[src/rtl/dt_pkg.sv]
// Shared definitions for the two-pass distance-transform engine.
//   DEF_IMG_W / DEF_IMG_H : default image geometry in pixels
//   ADDR_W                : result-memory address width
//   PIX_W                 : pixel / distance width
//   dt_state_e            : engine state encoding
package dt_pkg;

  localparam int DEF_IMG_W = 128;
  localparam int DEF_IMG_H = 128;
  localparam int ADDR_W    = 14;
  localparam int PIX_W     = 8;

  typedef enum logic [1:0] {
    ST_IDLE = 2'd0,
    ST_FWD  = 2'd1,
    ST_BWD  = 2'd2,
    ST_FIN  = 2'd3
  } dt_state_e;

endpackage

[src/rtl/dt_min_unit.sv]
// Combinational minimum of five pixel values, each optionally incremented
// (saturating at the all-ones value) before the compare.
//   din  : five candidate values
//   inc  : per-input "+1" select
//   dmin : smallest candidate after the optional increments
module dt_min_unit
  import dt_pkg::*;
(
  input  logic [4:0][PIX_W-1:0] din,
  input  logic [4:0]            inc,
  output logic [PIX_W-1:0]      dmin
);

  logic [PIX_W-1:0] v;

  always_comb begin
    dmin = '1;
    v    = '0;
    for (int i = 0; i < 5; i++) begin
      if (inc[i] && (din[i] != '1)) v = din[i] + PIX_W'(1);
      else                          v = din[i];
      if (v < dmin) dmin = v;
    end
  end

endmodule

[src/rtl/dt_pass_engine.sv]
// Two-pass (forward raster, then reverse raster) chessboard distance
// transform performed in place on an external result memory.
//   clk      : system clock
//   reset    : asynchronous active-low reset
//   start    : one-cycle request to run both passes (accepted in IDLE/FIN)
//   done     : high from pass completion until the next accepted start
//   res_rd   : memory read strobe, data returns on res_di one cycle later
//   res_wr   : memory write strobe
//   res_addr : memory address, row*IMG_W+col
//   res_do   : memory write data
//   res_di   : memory read data
//
// state | meaning
// IDLE  | after reset, waiting for start, no memory traffic
// FWD   | forward pass over interior pixels, ascending raster order
// BWD   | backward pass over interior pixels, descending raster order
// FIN   | both passes complete, done high, waiting for start
//
// Each pixel takes 7 slots: s0..s4 issue reads (C first, then four
// neighbours), s5 receives the last neighbour and registers the result,
// s6 writes the pixel back when it is an object pixel.
module dt_pass_engine
  import dt_pkg::*;
#(
  parameter int IMG_W = DEF_IMG_W,
  parameter int IMG_H = DEF_IMG_H
) (
  input  logic              clk,
  input  logic              reset,
  input  logic              start,
  output logic              done,
  output logic              res_rd,
  output logic              res_wr,
  output logic [ADDR_W-1:0] res_addr,
  output logic [PIX_W-1:0]  res_do,
  input  logic [PIX_W-1:0]  res_di
);

  localparam logic [ADDR_W-1:0] W_A       = ADDR_W'(IMG_W);
  localparam logic [ADDR_W-1:0] ROW_FIRST = ADDR_W'(1);
  localparam logic [ADDR_W-1:0] ROW_LAST  = ADDR_W'(IMG_H - 2);
  localparam logic [ADDR_W-1:0] COL_FIRST = ADDR_W'(1);
  localparam logic [ADDR_W-1:0] COL_LAST  = ADDR_W'(IMG_W - 2);
  localparam logic [2:0]        SLOT_RD_LAST = 3'd4;
  localparam logic [2:0]        SLOT_CAP     = 3'd5;
  localparam logic [2:0]        SLOT_WR      = 3'd6;

  dt_state_e                state, state_nx;
  logic [2:0]               slot, slot_nx;
  logic [ADDR_W-1:0]        row, row_nx, col, col_nx;
  logic [ADDR_W-1:0]        base_nx, addr_nx;
  logic                     busy, busy_nx, fwd_nx;
  logic                     rd_nx, wr_nx, done_nx;
  logic [3:0][PIX_W-1:0]    nb;
  logic [4:0][PIX_W-1:0]    min_din;
  logic [PIX_W-1:0]         min_out;

  // Input 0 is the centre pixel in the backward pass; in the forward pass
  // it is parked at the maximum so only the four +1 neighbours compete.
  always_comb begin
    min_din[0] = (state == ST_FWD) ? '1 : nb[0];
    min_din[1] = nb[1];
    min_din[2] = nb[2];
    min_din[3] = nb[3];
    min_din[4] = res_di;
  end

  dt_min_unit u_min (
    .din  (min_din),
    .inc  (5'b11110),
    .dmin (min_out)
  );

  assign busy = (state == ST_FWD) || (state == ST_BWD);

  always_ff @(posedge clk or negedge reset) begin
    if (!reset) state <= ST_IDLE;
    else        state <= state_nx;
  end

  always_comb begin
    state_nx = state;
    slot_nx  = slot;
    row_nx   = row;
    col_nx   = col;
    case (state)
      ST_IDLE, ST_FIN: begin
        if (start) begin
          state_nx = ST_FWD;
          slot_nx  = '0;
          row_nx   = ROW_FIRST;
          col_nx   = COL_FIRST;
        end
      end
      ST_FWD: begin
        if (slot == SLOT_WR) begin
          slot_nx = '0;
          if (col == COL_LAST) begin
            // Backward pass starts at the same last pixel, so row stays.
            if (row == ROW_LAST) begin
              state_nx = ST_BWD;
            end else begin
              col_nx = COL_FIRST;
              row_nx = row + ADDR_W'(1);
            end
          end else begin
            col_nx = col + ADDR_W'(1);
          end
        end else begin
          slot_nx = slot + 3'd1;
        end
      end
      ST_BWD: begin
        if (slot == SLOT_WR) begin
          slot_nx = '0;
          if (col == COL_FIRST) begin
            if (row == ROW_FIRST) begin
              state_nx = ST_FIN;
            end else begin
              col_nx = COL_LAST;
              row_nx = row - ADDR_W'(1);
            end
          end else begin
            col_nx = col - ADDR_W'(1);
          end
        end else begin
          slot_nx = slot + 3'd1;
        end
      end
      default: state_nx = ST_IDLE;
    endcase

    // Outputs are registered, so they are derived from the next-cycle slot.
    busy_nx = (state_nx == ST_FWD) || (state_nx == ST_BWD);
    fwd_nx  = (state_nx == ST_FWD);
    done_nx = (state_nx == ST_FIN);
    rd_nx   = busy_nx && (slot_nx <= SLOT_RD_LAST);
    wr_nx   = busy_nx && (slot_nx == SLOT_WR) && (nb[0] != '0);
    base_nx = row_nx * W_A + col_nx;
    addr_nx = '0;
    if (busy_nx) begin
      case (slot_nx)
        3'd1:    addr_nx = fwd_nx ? base_nx - W_A - ADDR_W'(1) : base_nx + ADDR_W'(1);
        3'd2:    addr_nx = fwd_nx ? base_nx - W_A              : base_nx + W_A - ADDR_W'(1);
        3'd3:    addr_nx = fwd_nx ? base_nx - W_A + ADDR_W'(1) : base_nx + W_A;
        3'd4:    addr_nx = fwd_nx ? base_nx - ADDR_W'(1)       : base_nx + W_A + ADDR_W'(1);
        default: addr_nx = base_nx;
      endcase
    end
  end

  always_ff @(posedge clk or negedge reset) begin
    if (!reset) begin
      slot     <= '0;
      row      <= '0;
      col      <= '0;
      nb       <= '0;
      done     <= 1'b0;
      res_rd   <= 1'b0;
      res_wr   <= 1'b0;
      res_addr <= '0;
      res_do   <= '0;
    end else begin
      slot     <= slot_nx;
      row      <= row_nx;
      col      <= col_nx;
      done     <= done_nx;
      res_rd   <= rd_nx;
      res_wr   <= wr_nx;
      res_addr <= addr_nx;
      if (busy) begin
        case (slot)
          3'd1:     nb[0]  <= res_di;
          3'd2:     nb[1]  <= res_di;
          3'd3:     nb[2]  <= res_di;
          3'd4:     nb[3]  <= res_di;
          SLOT_CAP: res_do <= min_out;
          default:  ;
        endcase
      end
    end
  end

endmodule

[config.mk]
export PLATFORM = sky130hd
export DESIGN_NAME = dt_pass_engine
export DESIGN_NICKNAME = d
export VERILOG_FILES = /design/src/rtl/dt_pkg.sv /design/src/rtl/dt_min_unit.sv /design/src/rtl/dt_pass_engine.sv
export SDC_FILE = /design/constraint.sdc
export NUM_CORES = 1
export LEC_CHECK = 0
export BUFFER_PORTS_ARGS = -buffer_cell sky130_fd_sc_hd__buf_2
export CELL_PAD_IN_SITES_DETAIL_PLACEMENT = 1
export CELL_PAD_IN_SITES_GLOBAL_PLACEMENT = 1
export CORE_MARGIN = 4
export CORE_UTILIZATION = 52
export DETAILED_ROUTE_END_ITERATION = 8
export GPL_ROUTABILITY_DRIVEN = 0
export PLACE_DENSITY_LB_ADDON = 0.1
export SLEW_MARGIN = 15
export SYNTH_ARGS = -nofsm -noshare
export SYNTH_HDL_FRONTEND = slang
export SYNTH_HIERARCHICAL = 1
export SYNTH_SLANG_ARGS = --single-unit
[constraint.sdc]
create_clock -name clk -period 13.14 [get_ports clk]
set_clock_uncertainty 0.05 [all_clocks]
set_input_delay 1.971 -clock clk [delete_from_list [all_inputs] [get_ports clk]]
set_output_delay 1.971 -clock clk [all_outputs]
set_load 0.01 [all_outputs]
== After elaboration in Yosys (flattened, before gate mapping) ==
Index checks and enable logic that the tools add are counted.
Word-level totals
  register bits: 90
  input port bits: 11
  output and inout bits: 25
  logic and storage cells: 128
Cells by class
  $add $sub $neg: 18
  magnitude comparators: 6
  equal/unequal tests: 32
  mux-type cells: 43
  reductions and logical operators: 15
Operators by type and width (count)
  14-bit 2-to-1 mux: 19
  14-bit one-hot mux with 3 select lines: 2
  8-bit 2-to-1 mux: 10
  14-bit by 1-bit adder with 14-bit output (second input constant): 5
  14-bit by 1-bit subtractor with 14-bit output (second input constant): 5
  14-bit one-hot mux with 4 select lines: 1
  8-bit by 1-bit adder with 8-bit output (second input constant): 4
  8-bit less-than comparator: 4
  8-bit != test (second input constant): 4
  14-bit by 1-bit == test with 1-bit output (second input constant): 2
  14-bit by 7-bit == test with 1-bit output (second input constant): 2
  3-bit == test (second input constant): 5
  14-bit adder: 1
  14-bit by 8-bit adder with 14-bit output (second input constant): 1
  2-bit 2-to-1 mux: 7
  14-bit by 8-bit subtractor with 14-bit output (second input constant): 1
  3-bit by 2-bit == test with 1-bit output (second input constant): 4
  2-bit AND reduction: 5
  2-bit == test (second input constant): 4
  8-bit less-than comparator (second input constant): 1
  2-bit by 1-bit != test with 1-bit output (second input constant): 4
  8-bit nonzero test: 1
  7-bit AND reduction: 1
  3-bit by 1-bit == test with 1-bit output (second input constant): 2
  11 further kinds: 19

== Longest topological paths before layout ==
  depth after elaboration: 12
  mapped depth: 49
  depth with buffers taken out: 43

== Modules after synthesis ==
The synthesis kept the hierarchy.
By module, submodules not included
  dt_pass_engine: times used 1, cells an instance 917, area an instance 7527.2 µm², seq. area each 2252.2 µm²
  dt_min_unit: times used 1, cells an instance 302, area an instance 2149.6 µm², seq. area each 0.0 µm²

== Worst setup path before layout ==
OpenSTA, ideal clock, no wires.
  path kind: flip-flop to flip-flop
  start: reg state[1]
  end: reg res_do[0]
  setup time: 0.125 ns
  arrival time: 8.725 ns
  required time: 12.965 ns
  setup slack: 4.240 ns
  stages on the path, launching flop included: 44
  buffers on the path: 6
  clock period less this slack: 8.900 ns
  cells stage by stage: dfrtp_1 > inv_1 > ha_1 > clkbuf_1 > clkbuf_1 > clkbuf_1 > or2_2 > ha_1 > nand2_1 > o32a_1 > a211oi_2 > a2111oi_0 > or4_1 > buf_2 > clkbuf_1 > nand2_1 > o21ai_0 > ha_1 > [8 not listed] > ha_1 > a21o_1 > a21oi_1 > nor2_1 > nor2_1 > nand2_1 > nand2b_1 > inv_1 > a21oi_2 > mux2_2 > ha_1 > a211o_1 > nor2_1 > o211ai_1 > a221o_1 > buf_6 > mux2_4 > mux2_2
RTL lines
  start, declared: line dt_pass_engine.sv:48  | dt_state_e state, state_nx;
  start signal, assigned: line dt_pass_engine.sv:78  | else state <= state_nx;
  end signal, assigned: line dt_pass_engine.sv:177  | SLOT_CAP: res_do <= min_out;
  end, declared: line dt_pass_engine.sv:35  | output logic [PIX_W-1:0] res_do,

== Final worst setup path ==
  start: reg nb (netlist bit min_din[8])
  end: reg res_do[0]
On the way
  word-level cells in the longest chain between the ends: 10
  elaborated cells between the ends (all ways): 11
  those cells by class: add/sub: 1; order compare: 4; eq/ne: 1; mux: 5
RTL lines
  start, declared: line dt_pass_engine.sv:54  | logic [3:0][PIX_W-1:0] nb;
  8-bit by 1-bit adder with 8-bit output or 8-bit != test (tied branches): line dt_min_unit.sv:20  | if (inc[i] && (din[i] != '1)) v = din[i] + PIX_W'(1);
  8-bit 2-to-1 mux *: line dt_min_unit.sv:20
  8-bit less-than comparator: line dt_min_unit.sv:22  | if (v < dmin) dmin = v;
  8-bit 2-to-1 mux *: line dt_min_unit.sv:22
  8-bit less-than comparator: line dt_min_unit.sv:22
  8-bit 2-to-1 mux *: line dt_min_unit.sv:22
  8-bit less-than comparator: line dt_min_unit.sv:22
  8-bit 2-to-1 mux *: line dt_min_unit.sv:22
  8-bit less-than comparator: line dt_min_unit.sv:22
  8-bit 2-to-1 mux *: line dt_min_unit.sv:22
  named net min_out[0]: line dt_pass_engine.sv:56  | logic [PIX_W-1:0] min_out;
Mark *: on every way through the listed nets, which the timed path passes. The rest lies on a longest branch.
A chain may end at the register's enable or synchronous reset.

==> summary by stage <==
Finish
The repair_antennas step left the layout with diodes totalling 0. Summing all multi-input logic gate instances after layout gives 6990 µm². The final net count is 1,302. The utilization after layout is 56.9%. The layout overhead on the synthesized area is 6.79%.

Of the cells placed in the final design, the portion with a size suffix greater than 1 is 12.4%. Registers take 2250 µm². The number of filler instances in the final layout is 2,286.

Floorplanning
The floorplan row count is 49. The floorplan step set the die width to 144 µm. The region available for standard cell placement spans 18,100 µm². The die covers 20,900 µm². In this run the vertical extent of the chip is 144 µm.

The number of placed I/O pins is 36. The initial utilization of the core area, before any placement, comes to 53.3%.

Worst setup path
The kind of end point of the critical path is a flop. The count of buffering cells on the critical path with inverters included is 3. Of all nets on the critical path, the largest fanout is 19. The kind of cell with the highest combined delay along the critical path is compound AO/OA/AOI/OAI gates.

The worst setup path is launched from a flop. The data required time at the worst endpoint is 13.34 ns. Among all stages on the critical path, the largest delay is contributed by sky130_fd_sc_hd__or4_1.

At the worst endpoint, the arrival time is 9.90 ns. The largest single stage delay on the critical path is 0.83 ns. The most frequent cell on the critical path is sky130_fd_sc_hd__ha_1.

The type of the setup path with the least slack is flop to flop.

Clock tree
The number of buffers on the longest clock path is 2. At the later pin of the worst-skew pair, clock insertion delay measures 0.36 ns. Gates resized during post-CTS repair numbered 0.

The clock transition at the registers of the reported paths is 0.08 ns. For this design, the sink count on the clock tree is 90. The number of CTS-inserted buffers is 9.

TritonCTS built the clock tree. The clock tree synthesis step divided the H-tree into 3 levels. CTS placed an instance of sky130_fd_sc_hd__clkbuf_16 at the clock tree root. The number of hold buffers added after CTS is 0. After clock tree synthesis, the setup repair step added 0 buffers.

STA
Subtracting the final worst setup slack from the clock period gives 9.70 ns. The post-layout worst setup margin is 3.44 ns. Setup repair after global routing left no endpoint under its margin.

The total setup violations reported at the end of the flow is 0. The transition time at the pin with the least slew margin is 1.11 ns. The final count of hold timing violations is 0. Hold timing on the final database bottoms out at a slack of 0.455 ns. After routing, the total negative slack on setup checks comes to 0 ns. Headroom to the max-slew limit came out at 25.5%. Derived from the worst setup path, the maximum achievable clock frequency is 103 MHz. The final max-slew violation count was 0. The final critical path takes up 73.8% of the cycle.

Routing
The routed wire length is 32,800 µm. After detailed routing, the number of remaining DRC violations is 0. Dividing the detail-routed wire length by the instance count gives 22.3 µm. The remaining antenna violation count is 0. For this block, the initial DRC count from the detailed router was 619.

The first-pass iteration count of the detailed router is 5. Across all layers, the routed design uses 9,834 vias. The number of vias per cell is 6.70.

Synthesis
Summed over all instances, the cell type with the most area after synthesis is sky130_fd_sc_hd__dfrtp_1. After synthesis, the mean cell area works out to 7.94 µm². Of the synthesized area, sequential elements account for 23.3%.

The top flip-flop cell by instance count after synthesis is sky130_fd_sc_hd__dfrtp_1. The Yosys step of the flow raised 6 warnings. By area the synthesized netlist is led by sky130_fd_sc_hd__dfrtp_1 23%, sky130_fd_sc_hd__ha_1 7.4%, sky130_fd_sc_hd__mux2_2 5.5%. The number of standard cells after synthesis is 1,219. Of the post-synthesis cell area, the dominant cell type holds 23.3%. The number of enable-type register cells in the synthesized netlist is 0. The post-synthesis cell area is 9680 µm². The async set or reset register ratio after synthesis is 100%.

In this run, synthesis produced a sequential element count of 90. Synthesis instantiated 99 different standard cells from the library.

GRT
The pin count of the biggest net entering global routing is 66. The total congestion overflow after global routing is 0. The first global-routing pass estimated 53,900 µm of wire. The number of antenna violations at the first check in global routing was 0. Global routing used 32.2% of the available tracks across all layers. The via count of the first global-routing pass came to 10,200.

Placement
The HPWL reported at the end of detailed placement is 24,000 µm. The number of buffers added on ports is 35. The minimum setup slack after placement is 3.61 ns.

Flow run
Across the run, the number of max-cap violations was 0.

Power
Net switching is 31.1% of the power. The maximum vdd drop is 65.1 µV. Of the total power, combinational logic draws 19.3%. The share of total power dissipated in the clock network is 37.8%. For this design the total switching power over the nets is 218 µW. The power density of the placed cells is 67.8 nW/µm². The internal power summed over all cells is 482 µW. The relative contribution of sequential cells to total power is 42.9%. Summed over all cells, the static leakage comes to 4.14 nW.

Status
The run finished with clean final reports.

Worst hold path
The tightest min-delay check is of the flop to flop type.
==> routing by layer <==
metal | share of wire [%] | vias up | GRT usage (%)
li1 | - | 4567 | -
met1 | 44 | 4933 | 41.6
met2 | 50 | 266 | 55.9
met3 | 4.1 | 68 | 3.97
met4 | 2.5 | 0 | 10.3
met5 | 0 | - | 0
==> layout by cell type, fill, tap and decap left out, types with 19 or more instances in the layout <==
master                    count
sky130_fd_sc_hd__nand2_1    114
sky130_fd_sc_hd__nor2_1      99
sky130_fd_sc_hd__dfrtp_1     90
sky130_fd_sc_hd__o21ai_0     76
sky130_fd_sc_hd__inv_1       63
sky130_fd_sc_hd__ha_1        57
sky130_fd_sc_hd__a21oi_1     55
sky130_fd_sc_hd__mux2_2      47
sky130_fd_sc_hd__nand3_1     46
sky130_fd_sc_hd__xnor2_1     42
sky130_fd_sc_hd__nor3_1      40
sky130_fd_sc_hd__buf_2       34
sky130_fd_sc_hd__nand4_1     32
sky130_fd_sc_hd__xor2_1      32
sky130_fd_sc_hd__mux2i_1     25
sky130_fd_sc_hd__conb_1      19
==> synth_stat cells (all sizes together) (16+ instances only) <==
master	instances
mux2	48
xor2	32
inv	63
nand4	34
xnor2	42
mux2i	25
nand2	114
dfrtp	90
nor3	44
clkbuf	46
ha	57
o22ai	16
nand3	48
o21ai	79
and3	17
a21oi	57
nor2	100
a31oi	18
==> metrics by stage <==
step                      power (mW)  std cells  cell area [µm²]
final                          0.700       1467            10300
after global routing           0.735       1467            10300
after CTS                      0.705       1467            10300
after detailed placement       0.440       1451            10000
after global placement         0.433       1451            10000
after floorplan                0.396       1236             9740
==> cell type report <==
cell class / count / area share, %
repair buffers: 47 / 2.59
flip-flops and latches: 90 / 21.8
multi-input cells: 1019 / 67.7
well taps: 229 / 2.77
inverters: 66 / 2.41
clock buffers: 10 / 2.22
clock inverters: 6 / 0.557
==> cell families (layout without fill, tap and decap cells) <==
kind of cell	Yosys count	in the layout	synth area share [%]
xor+xnor	74	74	6.70
mux	73	73	8.21
buf+inv	127	129	5.20
simple gates	458	458	24.9
fa+ha+maj	58	58	7.58
compound gates	337	337	24.1
flops	90	90	23.3
other cells	2	19	0.0776
==> worst register-to-register path, delay by kind of cell (launching register included) <==
kind | cells | cell delay [ns]
AOI/OAI and AO/OA | 14 | 3.51
xor gates and xnor gates | 1 | 0.15
adders and majority gates | 5 | 1.54
buffers and inverters | 3 | 0.24
DFF | 1 | 0.45
muxes | 5 | 1.57
and+or+nand+nor | 10 | 2.07
==> worst paths after layout <==
path	from	endpoint	slack [ns]	cells after the start
worst max register to register	min_din[8]$_DFFE_PN0P_	res_do[0]$_DFFE_PN0P_	3.44	38
worst min-delay path	res_do[7]$_DFFE_PN0P_	res_do[7]$_DFFE_PN0P_	0.46	1
worst min register to register	res_do[7]$_DFFE_PN0P_	res_do[7]$_DFFE_PN0P_	0.46	1
worst max-delay path	min_din[8]$_DFFE_PN0P_	res_do[0]$_DFFE_PN0P_	3.44	38
max in group asynchronous	reset	min_din[25]$_DFFE_PN0P_	10.34	2
min in group asynchronous	reset	min_din[9]$_DFFE_PN0P_	1.46	1
==> registers in the layout (all words and copies together), names as in the netlist <==
| signal | count |
|---|---|
| min_din | 24 |
| col | 14 |
| res_addr | 14 |
| row | 14 |
| nb | 8 |
| res_do | 8 |
| slot | 3 |
| state | 2 |
| done | 1 |
| res_rd | 1 |
| res_wr | 1 |
==> power groups by stage <==
stage,registers (mW),clock network [mW],logic (mW)
after floorplan,0.306,0,0.0898
after CTS,0.301,0.270,0.135
final,0.301,0.265,0.135
after global placement,0.305,0,0.128
after global routing,0.303,0.283,0.150
after detailed placement,0.306,0,0.134
(Power assumes the default switching activity.)
